==> config.mk <==
export PLATFORM = sky130hd
export DESIGN_NAME = fifo_level_flat
export DESIGN_NICKNAME = d
export VERILOG_FILES = /design/src/rtl/fifo_level_if.sv /design/src/rtl/fifo_level.sv /design/src/flat_wrapper.sv
export SDC_FILE = /design/constraint.sdc
export NUM_CORES = 1
export LEC_CHECK = 0
export CORE_MARGIN = 5
export CORE_UTILIZATION = 54
export CTS_BUF_LIST = sky130_fd_sc_hd__clkbuf_8
export CTS_CLUSTER_SIZE = 28
export DETAILED_ROUTE_END_ITERATION = 10
export PLACE_DENSITY = 0.7
export SKIP_LAST_GASP = 1
export SLEW_MARGIN = 25
export SYNTH_ARGS = -nofsm -noshare
export SYNTH_HDL_FRONTEND = slang
export SYNTH_SLANG_ARGS = --single-unit
==> constraint.sdc <==
create_clock -name i_clk -period 9.9 [get_ports i_clk]
set_input_delay 1.485 -clock i_clk [delete_from_list [all_inputs] [get_ports i_clk]]
set_output_delay 1.485 -clock i_clk [all_outputs]
set_load 0.1 [all_outputs]
==> src/rtl/fifo_level_if.sv <==
// ============================================================================
//  Module      : fifo_level_if
//  Description : Handshake bundle between a fifo_level buffer and its user.
//                Signal directions in the names are from the FIFO's point of
//                view: i_* flow into the FIFO, o_* flow out of it.
//  Ports       : i_data_w / i_write_w   push side
//                i_read_w               pop / head acknowledge
//                o_data_w / o_valid_w   read data and its qualifier
//                o_full_w, o_empty_w, o_almost_full_w, o_almost_empty_w,
//                o_fill_w, o_overflow_w, o_underflow_w   status
//  Modports    : slave  - the FIFO itself
//                master - the block that pushes and pops
//  Revision    : 1.0  initial release
// ============================================================================
`default_nettype none

interface fifo_level_if #(
  parameter int FIFO_WIDTH = 8,
  parameter int FIFO_DEPTH = 4
);

  logic [FIFO_WIDTH-1:0] i_data_w;
  logic                  i_write_w;
  logic                  i_read_w;
  logic [FIFO_WIDTH-1:0] o_data_w;
  logic                  o_valid_w;
  logic                  o_full_w;
  logic                  o_empty_w;
  logic                  o_almost_full_w;
  logic                  o_almost_empty_w;
  logic [FIFO_DEPTH:0]   o_fill_w;
  logic                  o_overflow_w;
  logic                  o_underflow_w;

  modport slave (
    input  i_data_w, i_write_w, i_read_w,
    output o_data_w, o_valid_w, o_full_w, o_empty_w,
           o_almost_full_w, o_almost_empty_w, o_fill_w,
           o_overflow_w, o_underflow_w
  );

  modport master (
    output i_data_w, i_write_w, i_read_w,
    input  o_data_w, o_valid_w, o_full_w, o_empty_w,
           o_almost_full_w, o_almost_empty_w, o_fill_w,
           o_overflow_w, o_underflow_w
  );

endinterface

`default_nettype wire

==> src/rtl/fifo_level.sv <==
// ============================================================================
//  Module      : fifo_level
//  Description : Single-clock FIFO with 2^FIFO_DEPTH usable entries, fill
//                level, programmable almost-full / almost-empty flags, sticky
//                overflow / underflow errors and an optional first-word-fall-
//                through read mode.
//  Ports       : i_clk      - clock, all logic on the rising edge
//                i_reset_w  - synchronous active-high reset
//                bus        - fifo_level_if.slave (data, handshake, status)
//  Note        : the interface instance must use the same FIFO_WIDTH and
//                FIFO_DEPTH as this module.
//  Revision    : 1.0  initial release
// ============================================================================
`default_nettype none

module fifo_level #(
  parameter int FIFO_WIDTH       = 8,
  parameter int FIFO_DEPTH       = 4,
  parameter int FWFT             = 0,
  parameter int ALMOST_FULL_LVL  = (2**FIFO_DEPTH) - 1,
  parameter int ALMOST_EMPTY_LVL = 1
) (
  input  logic         i_clk,
  input  logic         i_reset_w,
  fifo_level_if.slave  bus
);

  localparam int c_CAPACITY = 2**FIFO_DEPTH;

  // Thresholds are legal in 0..capacity, which always fits in FIFO_DEPTH+1 bits.
  localparam logic [FIFO_DEPTH:0] c_AF_LVL = (FIFO_DEPTH+1)'(ALMOST_FULL_LVL);
  localparam logic [FIFO_DEPTH:0] c_AE_LVL = (FIFO_DEPTH+1)'(ALMOST_EMPTY_LVL);

  localparam bit c_LVL_OK = (ALMOST_FULL_LVL  >= 0) && (ALMOST_FULL_LVL  <= c_CAPACITY) &&
                            (ALMOST_EMPTY_LVL >= 0) && (ALMOST_EMPTY_LVL <= c_CAPACITY);

  // --------------------------------------------------------------------------
  // State
  // --------------------------------------------------------------------------
  // Pointers carry one extra MSB so that full and empty are distinguishable
  // with every entry in use.
  logic [FIFO_DEPTH:0]   r_wr_ptr;
  logic [FIFO_DEPTH:0]   r_rd_ptr;
  logic [FIFO_WIDTH-1:0] r_mem [0:c_CAPACITY-1];
  logic                  r_overflow;
  logic                  r_underflow;

  logic [FIFO_DEPTH-1:0] w_wr_addr;
  logic [FIFO_DEPTH-1:0] w_rd_addr;
  logic [FIFO_DEPTH:0]   w_fill;
  logic                  w_empty;
  logic                  w_full;
  logic                  w_pop;
  logic                  w_push;

  assign w_wr_addr = r_wr_ptr[FIFO_DEPTH-1:0];
  assign w_rd_addr = r_rd_ptr[FIFO_DEPTH-1:0];

  assign w_empty = (r_wr_ptr == r_rd_ptr);
  assign w_full  = (w_wr_addr == w_rd_addr) &&
                   (r_wr_ptr[FIFO_DEPTH] != r_rd_ptr[FIFO_DEPTH]);
  // Modular subtraction gives the level directly, including across wrap.
  assign w_fill  = r_wr_ptr - r_rd_ptr;

  // A pop frees a slot in the same edge, so a full FIFO still accepts a
  // write that is paired with a read. An empty FIFO has no bypass: the
  // paired read is rejected even though the write lands.
  assign w_pop  = bus.i_read_w & ~w_empty;
  assign w_push = bus.i_write_w & (~w_full | w_pop);

  // --------------------------------------------------------------------------
  // Pointers and sticky errors
  // --------------------------------------------------------------------------
  always_ff @(posedge i_clk) begin
    if (i_reset_w) begin
      r_wr_ptr    <= '0;
      r_rd_ptr    <= '0;
      r_overflow  <= 1'b0;
      r_underflow <= 1'b0;
    end else begin
      if (w_push) begin
        r_wr_ptr <= r_wr_ptr + 1'b1;
      end
      if (w_pop) begin
        r_rd_ptr <= r_rd_ptr + 1'b1;
      end
      if (bus.i_write_w & ~w_push) begin
        r_overflow <= 1'b1;
      end
      if (bus.i_read_w & w_empty) begin
        r_underflow <= 1'b1;
      end
    end
  end

  // Storage has no reset; stale contents are unreachable once pointers clear.
  always_ff @(posedge i_clk) begin
    if (w_push & ~i_reset_w) begin
      r_mem[w_wr_addr] <= bus.i_data_w;
    end
  end

  // --------------------------------------------------------------------------
  // Read data path
  // --------------------------------------------------------------------------
  generate
    if (FWFT != 0) begin : g_fwft
      // Head word is always on the output; valid simply mirrors non-empty.
      assign bus.o_data_w  = r_mem[w_rd_addr];
      assign bus.o_valid_w = ~w_empty;
    end else begin : g_registered
      logic [FIFO_WIDTH-1:0] r_data;
      logic                  r_valid;

      // Data register holds its last value between pops; valid is a
      // one-cycle strobe per accepted pop.
      always_ff @(posedge i_clk) begin
        if (i_reset_w) begin
          r_data  <= '0;
          r_valid <= 1'b0;
        end else begin
          r_valid <= w_pop;
          if (w_pop) begin
            r_data <= r_mem[w_rd_addr];
          end
        end
      end

      assign bus.o_data_w  = r_data;
      assign bus.o_valid_w = r_valid;
    end
  endgenerate

  // --------------------------------------------------------------------------
  // Status outputs (all derived from registered pointers / error bits)
  // --------------------------------------------------------------------------
  assign bus.o_full_w         = w_full;
  assign bus.o_empty_w        = w_empty;
  assign bus.o_fill_w         = w_fill;
  assign bus.o_almost_full_w  = (w_fill >= c_AF_LVL);
  assign bus.o_almost_empty_w = (w_fill <= c_AE_LVL);
  assign bus.o_overflow_w     = r_overflow;
  assign bus.o_underflow_w    = r_underflow;

  // Out-of-range thresholds would silently truncate above; catch them early.
  always_ff @(posedge i_clk) begin
    assert (c_LVL_OK)
      else $error("fifo_level: almost-full/almost-empty threshold outside 0..%0d", c_CAPACITY);
  end

endmodule

`default_nettype wire

==> src/flat_wrapper.sv <==
// flat-port wrapper written by rule: the top's interface ports become plain ports
module fifo_level_flat 
#(
  parameter int FIFO_WIDTH       = 8,
  parameter int FIFO_DEPTH       = 4,
  parameter int FWFT             = 0,
  parameter int ALMOST_FULL_LVL  = (2**FIFO_DEPTH) - 1,
  parameter int ALMOST_EMPTY_LVL = 1
)
  (i_clk, i_reset_w, bus_i_data_w, bus_i_write_w, bus_i_read_w, bus_o_data_w, bus_o_valid_w, bus_o_full_w, bus_o_empty_w, bus_o_almost_full_w, bus_o_almost_empty_w, bus_o_fill_w, bus_o_overflow_w, bus_o_underflow_w);
  fifo_level_if #(.FIFO_WIDTH(FIFO_WIDTH), .FIFO_DEPTH(FIFO_DEPTH)) bus_i ();
  input  logic i_clk;
  input  logic i_reset_w;
  input wire logic [$bits(bus_i.i_data_w)-1:0] bus_i_data_w;
  input wire logic [$bits(bus_i.i_write_w)-1:0] bus_i_write_w;
  input wire logic [$bits(bus_i.i_read_w)-1:0] bus_i_read_w;
  output wire logic [$bits(bus_i.o_data_w)-1:0] bus_o_data_w;
  output wire logic [$bits(bus_i.o_valid_w)-1:0] bus_o_valid_w;
  output wire logic [$bits(bus_i.o_full_w)-1:0] bus_o_full_w;
  output wire logic [$bits(bus_i.o_empty_w)-1:0] bus_o_empty_w;
  output wire logic [$bits(bus_i.o_almost_full_w)-1:0] bus_o_almost_full_w;
  output wire logic [$bits(bus_i.o_almost_empty_w)-1:0] bus_o_almost_empty_w;
  output wire logic [$bits(bus_i.o_fill_w)-1:0] bus_o_fill_w;
  output wire logic [$bits(bus_i.o_overflow_w)-1:0] bus_o_overflow_w;
  output wire logic [$bits(bus_i.o_underflow_w)-1:0] bus_o_underflow_w;
  assign bus_i.i_data_w = bus_i_data_w;
  assign bus_i.i_write_w = bus_i_write_w;
  assign bus_i.i_read_w = bus_i_read_w;
  assign bus_o_data_w = bus_i.o_data_w;
  assign bus_o_valid_w = bus_i.o_valid_w;
  assign bus_o_full_w = bus_i.o_full_w;
  assign bus_o_empty_w = bus_i.o_empty_w;
  assign bus_o_almost_full_w = bus_i.o_almost_full_w;
  assign bus_o_almost_empty_w = bus_i.o_almost_empty_w;
  assign bus_o_fill_w = bus_i.o_fill_w;
  assign bus_o_overflow_w = bus_i.o_overflow_w;
  assign bus_o_underflow_w = bus_i.o_underflow_w;
  fifo_level #(.FIFO_WIDTH(FIFO_WIDTH), .FIFO_DEPTH(FIFO_DEPTH), .FWFT(FWFT), .ALMOST_FULL_LVL(ALMOST_FULL_LVL), .ALMOST_EMPTY_LVL(ALMOST_EMPTY_LVL)) u_core (.i_clk(i_clk), .i_reset_w(i_reset_w), .bus(bus_i));
endmodule
== Word-level counts from Yosys, hierarchy flattened ==
Memory sizes are Yosys's and may differ from the RTL's. A register that Yosys moved wholly into a read port is not among the register bits.
Index checks and enable logic that the tools add are counted.

* Add/sub/neg operators: 3
* $lt $le $gt $ge: 2
* Equality and inequality tests: 3
* Muxes and demuxes: 2
* Bitwise logic cells: 10
* Reduce and logical (&&, ||, !) cells: 1

{| class="wikitable"
|+ Operators by type and width
! operator !! number
|-
| $add 5x1->5 const B || 2
|-
| $and 1x1->1 || 5
|-
| $eq 5x5->1 || 1
|-
| $ge 5x4->1 const B || 1
|-
| $le 5x1->1 const B || 1
|-
| $sub 5x5->5 || 1
|-
| $eq 4x4->1 || 1
|-
| $not 1->1 || 4
|-
| $mux 1 || 2
|-
| $logic_and 1x1->1 || 1
|-
| $ne 1x1->1 || 1
|-
| $or 1x1->1 || 1
|}

* Register bits: 13
* Bits in writable memories: 128
* Input port bits: 12
* Output and inout bits: 20
* Logic and storage cells: 27
* Memories: 1

{| class="wikitable"
|+ Memory list
! name !! depth !! bits a word !! rd ports !! clocked after Yosys merged registers in !! wr ports !! line !! RTL
|-
| u_core.r_mem || 16 || 8 || 1 || 1 || 1 || fifo_level.sv:44 || <nowiki>logic [FIFO_WIDTH-1:0] r_mem [0:c_CAPACITY-1];</nowiki>
|}

== Depth between registers and ports, before layout ==
* Depth after elaboration: 8
* Gate-level depth with buffers: 10
* Depth with buffers taken out: 8

== Least setup slack after synthesis ==
No wires, ideal clock.

* Path kind: register to output
* From: reg u_core.r_rd_ptr[1]
* To: out bus_o_almost_empty_w
* Arrival time: 7388 ps
* Required time: 8415 ps
* Path slack: 1027 ps
* Stages on the path, launching flop included: 10
* Cell sequence: dfxtp_1 -> buf_4 -> buf_2 -> buf_2 -> inv_1 -> fa_1 -> a21o_1 -> a21oi_1 -> xnor2_1 -> a2111oi_0

* Cells in the longest elaborated chain, start to end: 2

{| class="wikitable"
|+ RTL lines
! what !! line !! RTL
|-
| start: declaration || fifo_level.sv:43 || <nowiki>logic [FIFO_DEPTH:0] r_rd_ptr;</nowiki>
|-
| start signal: assignment || fifo_level.sv:85 || <nowiki>r_rd_ptr <= r_rd_ptr + 1'b1;</nowiki>
|-
| $sub 5x5->5 || fifo_level.sv:63 || <nowiki>assign w_fill = r_wr_ptr - r_rd_ptr;</nowiki>
|-
| named net bus_o_fill_w[4] || flat_wrapper.sv:23 || <nowiki>output wire logic [$bits(bus_i.o_fill_w)-1:0] bus_o_fill_w;</nowiki>
|-
| $le 5x1->1 || fifo_level.sv:141 || <nowiki>assign bus.o_almost_empty_w = (w_fill <= c_AE_LVL);</nowiki>
|-
| end: declaration || flat_wrapper.sv:22 || <nowiki>output wire logic [$bits(bus_i.o_almost_empty_w)-1:0] bus_o_almost_empty_w;</nowiki>
|}

The timed path passes the listed nets, and every way through them passes these cells.

== Final worst setup path ==
* From: reg u_core.r_rd_ptr[0]
* To: out bus_o_almost_empty_w

* Cells in the longest elaborated chain, start to end: 2

{| class="wikitable"
|+ RTL lines
! what !! line
|-
| $sub 5x5->5 || fifo_level.sv:63
|-
| $le 5x1->1 || fifo_level.sv:141
|}

Every way passes these cells.

==> reports/metrics.cfg <==
[detailed_routing]
firstDrtPassIters = 5
vias = 3221
post_drt_wl_per_cell_um = 21.5
vias_per_cell = 5.79
drt-initial-drc-count = 248
drt_wl_total_um = 12000
final_antenna_net_count = 0
drcViolationCount = 0

[worst_setup_path]
r2r_slack_ns = 6.31
cp_max_fo = 38
cp.arrival_ns = 4.15
worstSetupPathType = flip-flop to output port
r2r_cells = 8
max_stage_delay_ns = 1.22
start_kind = flip-flop
cp_cell_sequence = buf_4 -> ha_1 -> inv_1 -> fa_1 -> a21o_1 -> a21oi_1 -> xnor2_1 -> a2111oi_0 -> clkdlybuf4s50_1
r2r_start = u_core.r_rd_ptr[1]$_SDFFE_PP0P_
rr_endpoint = u_core.r_mem[1][1]$_DFFE_PP_
endpoint_kind = output port
cp.required_ns = 8.42
cp_slowest_cell = clkdlybuf4s50_1

[finish]
antenna_cells = 0
layout_commonest_cell = edfxtp_1
area_growth_pct = 13.4
final_nets = 426
drive_gt1_share_pct = 14.9
final_cell_mix = edfxtp_1, mux2i_1, nor2_1, clkdlybuf4s50_1, dfxtp_1
nFillCells = 799
seqCellArea_sq_mm = 0.00427
multi_input_area_sq_mm = 0.00164

[global_route]
grt_first_pass_wirelength_um = 18800
grt_max_degree = 39
track_usage_pct = 19.6
grt_pass1_vias = 3385
antenna_found_initial = 0
grt_overflow = 0

[die]
initial_utilization_pct = 55.4
core_sq_mm = 0.0109
num_rows = 38
die_area_sq_mm = 0.0134
dieHeight_um = 116
die_w_um = 116
ioPinCount = 32

[synth]
ys_seq_area_share_pct = 70.7
syn_nets = 386
synth_area_per_cell_sq_um = 16.6
ys_warn_count = 0
synthesis.area_sq_mm = 0.00603
netlist-cell-type-count = 44
ys.flop_type = edfxtp_1
synth-async-reset-ratio_pct = 0
netlist_instances = 364
synth-edff-count = 128
ys_ff_latch = 149

[sta]
timing.final.crit_share_pct = 56.9
fin_skew_ns = 0.0134
worst_slack_ns = 4.26
min_period_ns = 5.64
finalHoldViolations = 0
max_freq_ghz = 0.177
whs_ns = 0.478
worst_pin_slew_ns = 1.01
fin_setup_tns_ns = 0
rsz0062_at_grt = no
setup_viol = 0
slew_headroom_pct = 32.7
finalMaxSlewViolations = 0

[power_and_ir_drop]
cellPowerDensity_mw_per_mm2 = 225
p_leak_nw = 2.14
max-vdd-ir-drop_mv = 0.243

[hold_path]
hold_path_depth = 2
min_from = u_core.bus.o_overflow_w$_SDFFE_PP0P_
hold_class = flip-flop to flip-flop
hold_end = u_core.bus.o_overflow_w$_SDFFE_PP0P_

[place]
routabilityCongestion = 0.755
dp_hpwl_um = 7680
dpl_worst_slack_ns = 4.66
port_buffers = 31

[status]
status = finished clean

[cts]
clk_latency_ns = 0.44
cts_tree = yes
cts_buffer_depth = 2
ctsRootBufferMaster = clkbuf_8
clkTransAtPathRegs_ns = 0.08
ctsHoldBuffers = 0
cts_buffers = 17
h-tree-depth = 4
post-cts-setup-buffer-count = 0
cts_resized = 0
clkSinkCount = 149

[flow_run]
drv_cap = 0

[final cells by class]
class	count	area share, %
Tap cell	140	2.56
Timing Repair Buffer	37	5.20
Inverter	9	0.494
Multi-Input combinational cell	190	23.9
Clock inverter	14	1.98
Clock buffer	17	3.42
Sequential cell	149	62.4
[logic make-up after synthesis]
family | Yosys count | synth area share, %
compound gates | 54 | 6.06
mux | 57 | 12.9
buf+inv | 25 | 2.14
xor+xnor | 9 | 1.31
flops | 149 | 70.7
fa+ha+maj | 10 | 2.20
simple gates | 60 | 4.63
[synth_stat cells, types with 2 or more instances]
cell      number  area, sq um
and2_1         2         12.5
a211oi_1      16          120
nand2b_1       2         12.5
buf_2          4         20.0
nand3_1        3         15.0
nand2_1        7         26.3
mux2_2         8         90.1
inv_1          8         30.0
nand3b_1       2         15.0
edfxtp_1     128         3840
nor3_1         4         20.0
mux2i_1       33          330
mux4_2        16          360
clkbuf_1       4         15.0
o21ai_0        5         25.0
nor2b_1        2         12.5
buf_4          3         22.5
ha_1           9          113
xor2_1         4         35.0
xnor2_1        5         43.8
dfxtp_1       21          420
nor2_1        31          116
o22ai_1       16          100
or3_1          4         25.0
buf_1          3         11.3
a21oi_1        6         30.0
[report_power, final]
part,switching (W),internal [W],leakage [nW]
combinational,0.000279,0.000117,0.625
clock,0.000221,0.000220,0.185
sequential,0.00000692,0.000696,1.33
[metrics by stage]
step,instances,utilization [%],instance area (sq um),power [W]
after global placement,525,59.4,6470,0.00111
final,556,62.8,6840,0.00154
after global routing,556,62.8,6840,0.00160
after detailed placement,525,59.4,6470,0.00112
after floorplan,364,-,6030,0.00103
after CTS,556,62.8,6840,0.00155
[registers in the layout, summed over array words and instances (netlist names)]
name,flops
u_core.bus.o_valid_w,1
u_core.r_wr_ptr,5
u_core.r_mem,128
u_core.bus.o_underflow_w,1
u_core.bus.o_overflow_w,1
u_core.r_rd_ptr,5
u_core.bus.o_data_w,8
[worst max-delay path by stage]
stage	from	end	slack, ns	depth (start not counted)
global placement	u_core.r_rd_ptr[0]$_SDFFE_PP0P_	bus_o_almost_empty_w	4.79	9
floorplan	u_core.r_rd_ptr[1]$_SDFFE_PP0P_	bus_o_almost_empty_w	1.03	9
detailed placement	u_core.r_rd_ptr[0]$_SDFFE_PP0P_	bus_o_almost_empty_w	4.66	9
global route	u_core.r_rd_ptr[0]$_SDFFE_PP0P_	bus_o_almost_empty_w	4.01	9
finish	u_core.r_rd_ptr[0]$_SDFFE_PP0P_	bus_o_almost_empty_w	4.26	9
CTS	u_core.r_rd_ptr[0]$_SDFFE_PP0P_	bus_o_almost_empty_w	4.17	9
[per-layer routing]
metal  share of wire [%]  GRT usage, %  vias to the layer above
li1                    -             -                     1510
met1                  44          26.5                     1592
met2                  48          30.7                      105
met3                 6.2          5.43                       14
met4                 1.8          7.66                        0
met5                   0             0                        -
[critical path, delay by kind of cell, from the launching register on]
kind,cells,cell delay [ns]
DFF,1,0.31
buffers and inverters,3,1.81
AOI/OAI and AO/OA,3,0.77
xor gates and xnor gates,1,0.12
adders and majority gates,2,0.68
Note: power is estimated with default switching activity, not from simulation.
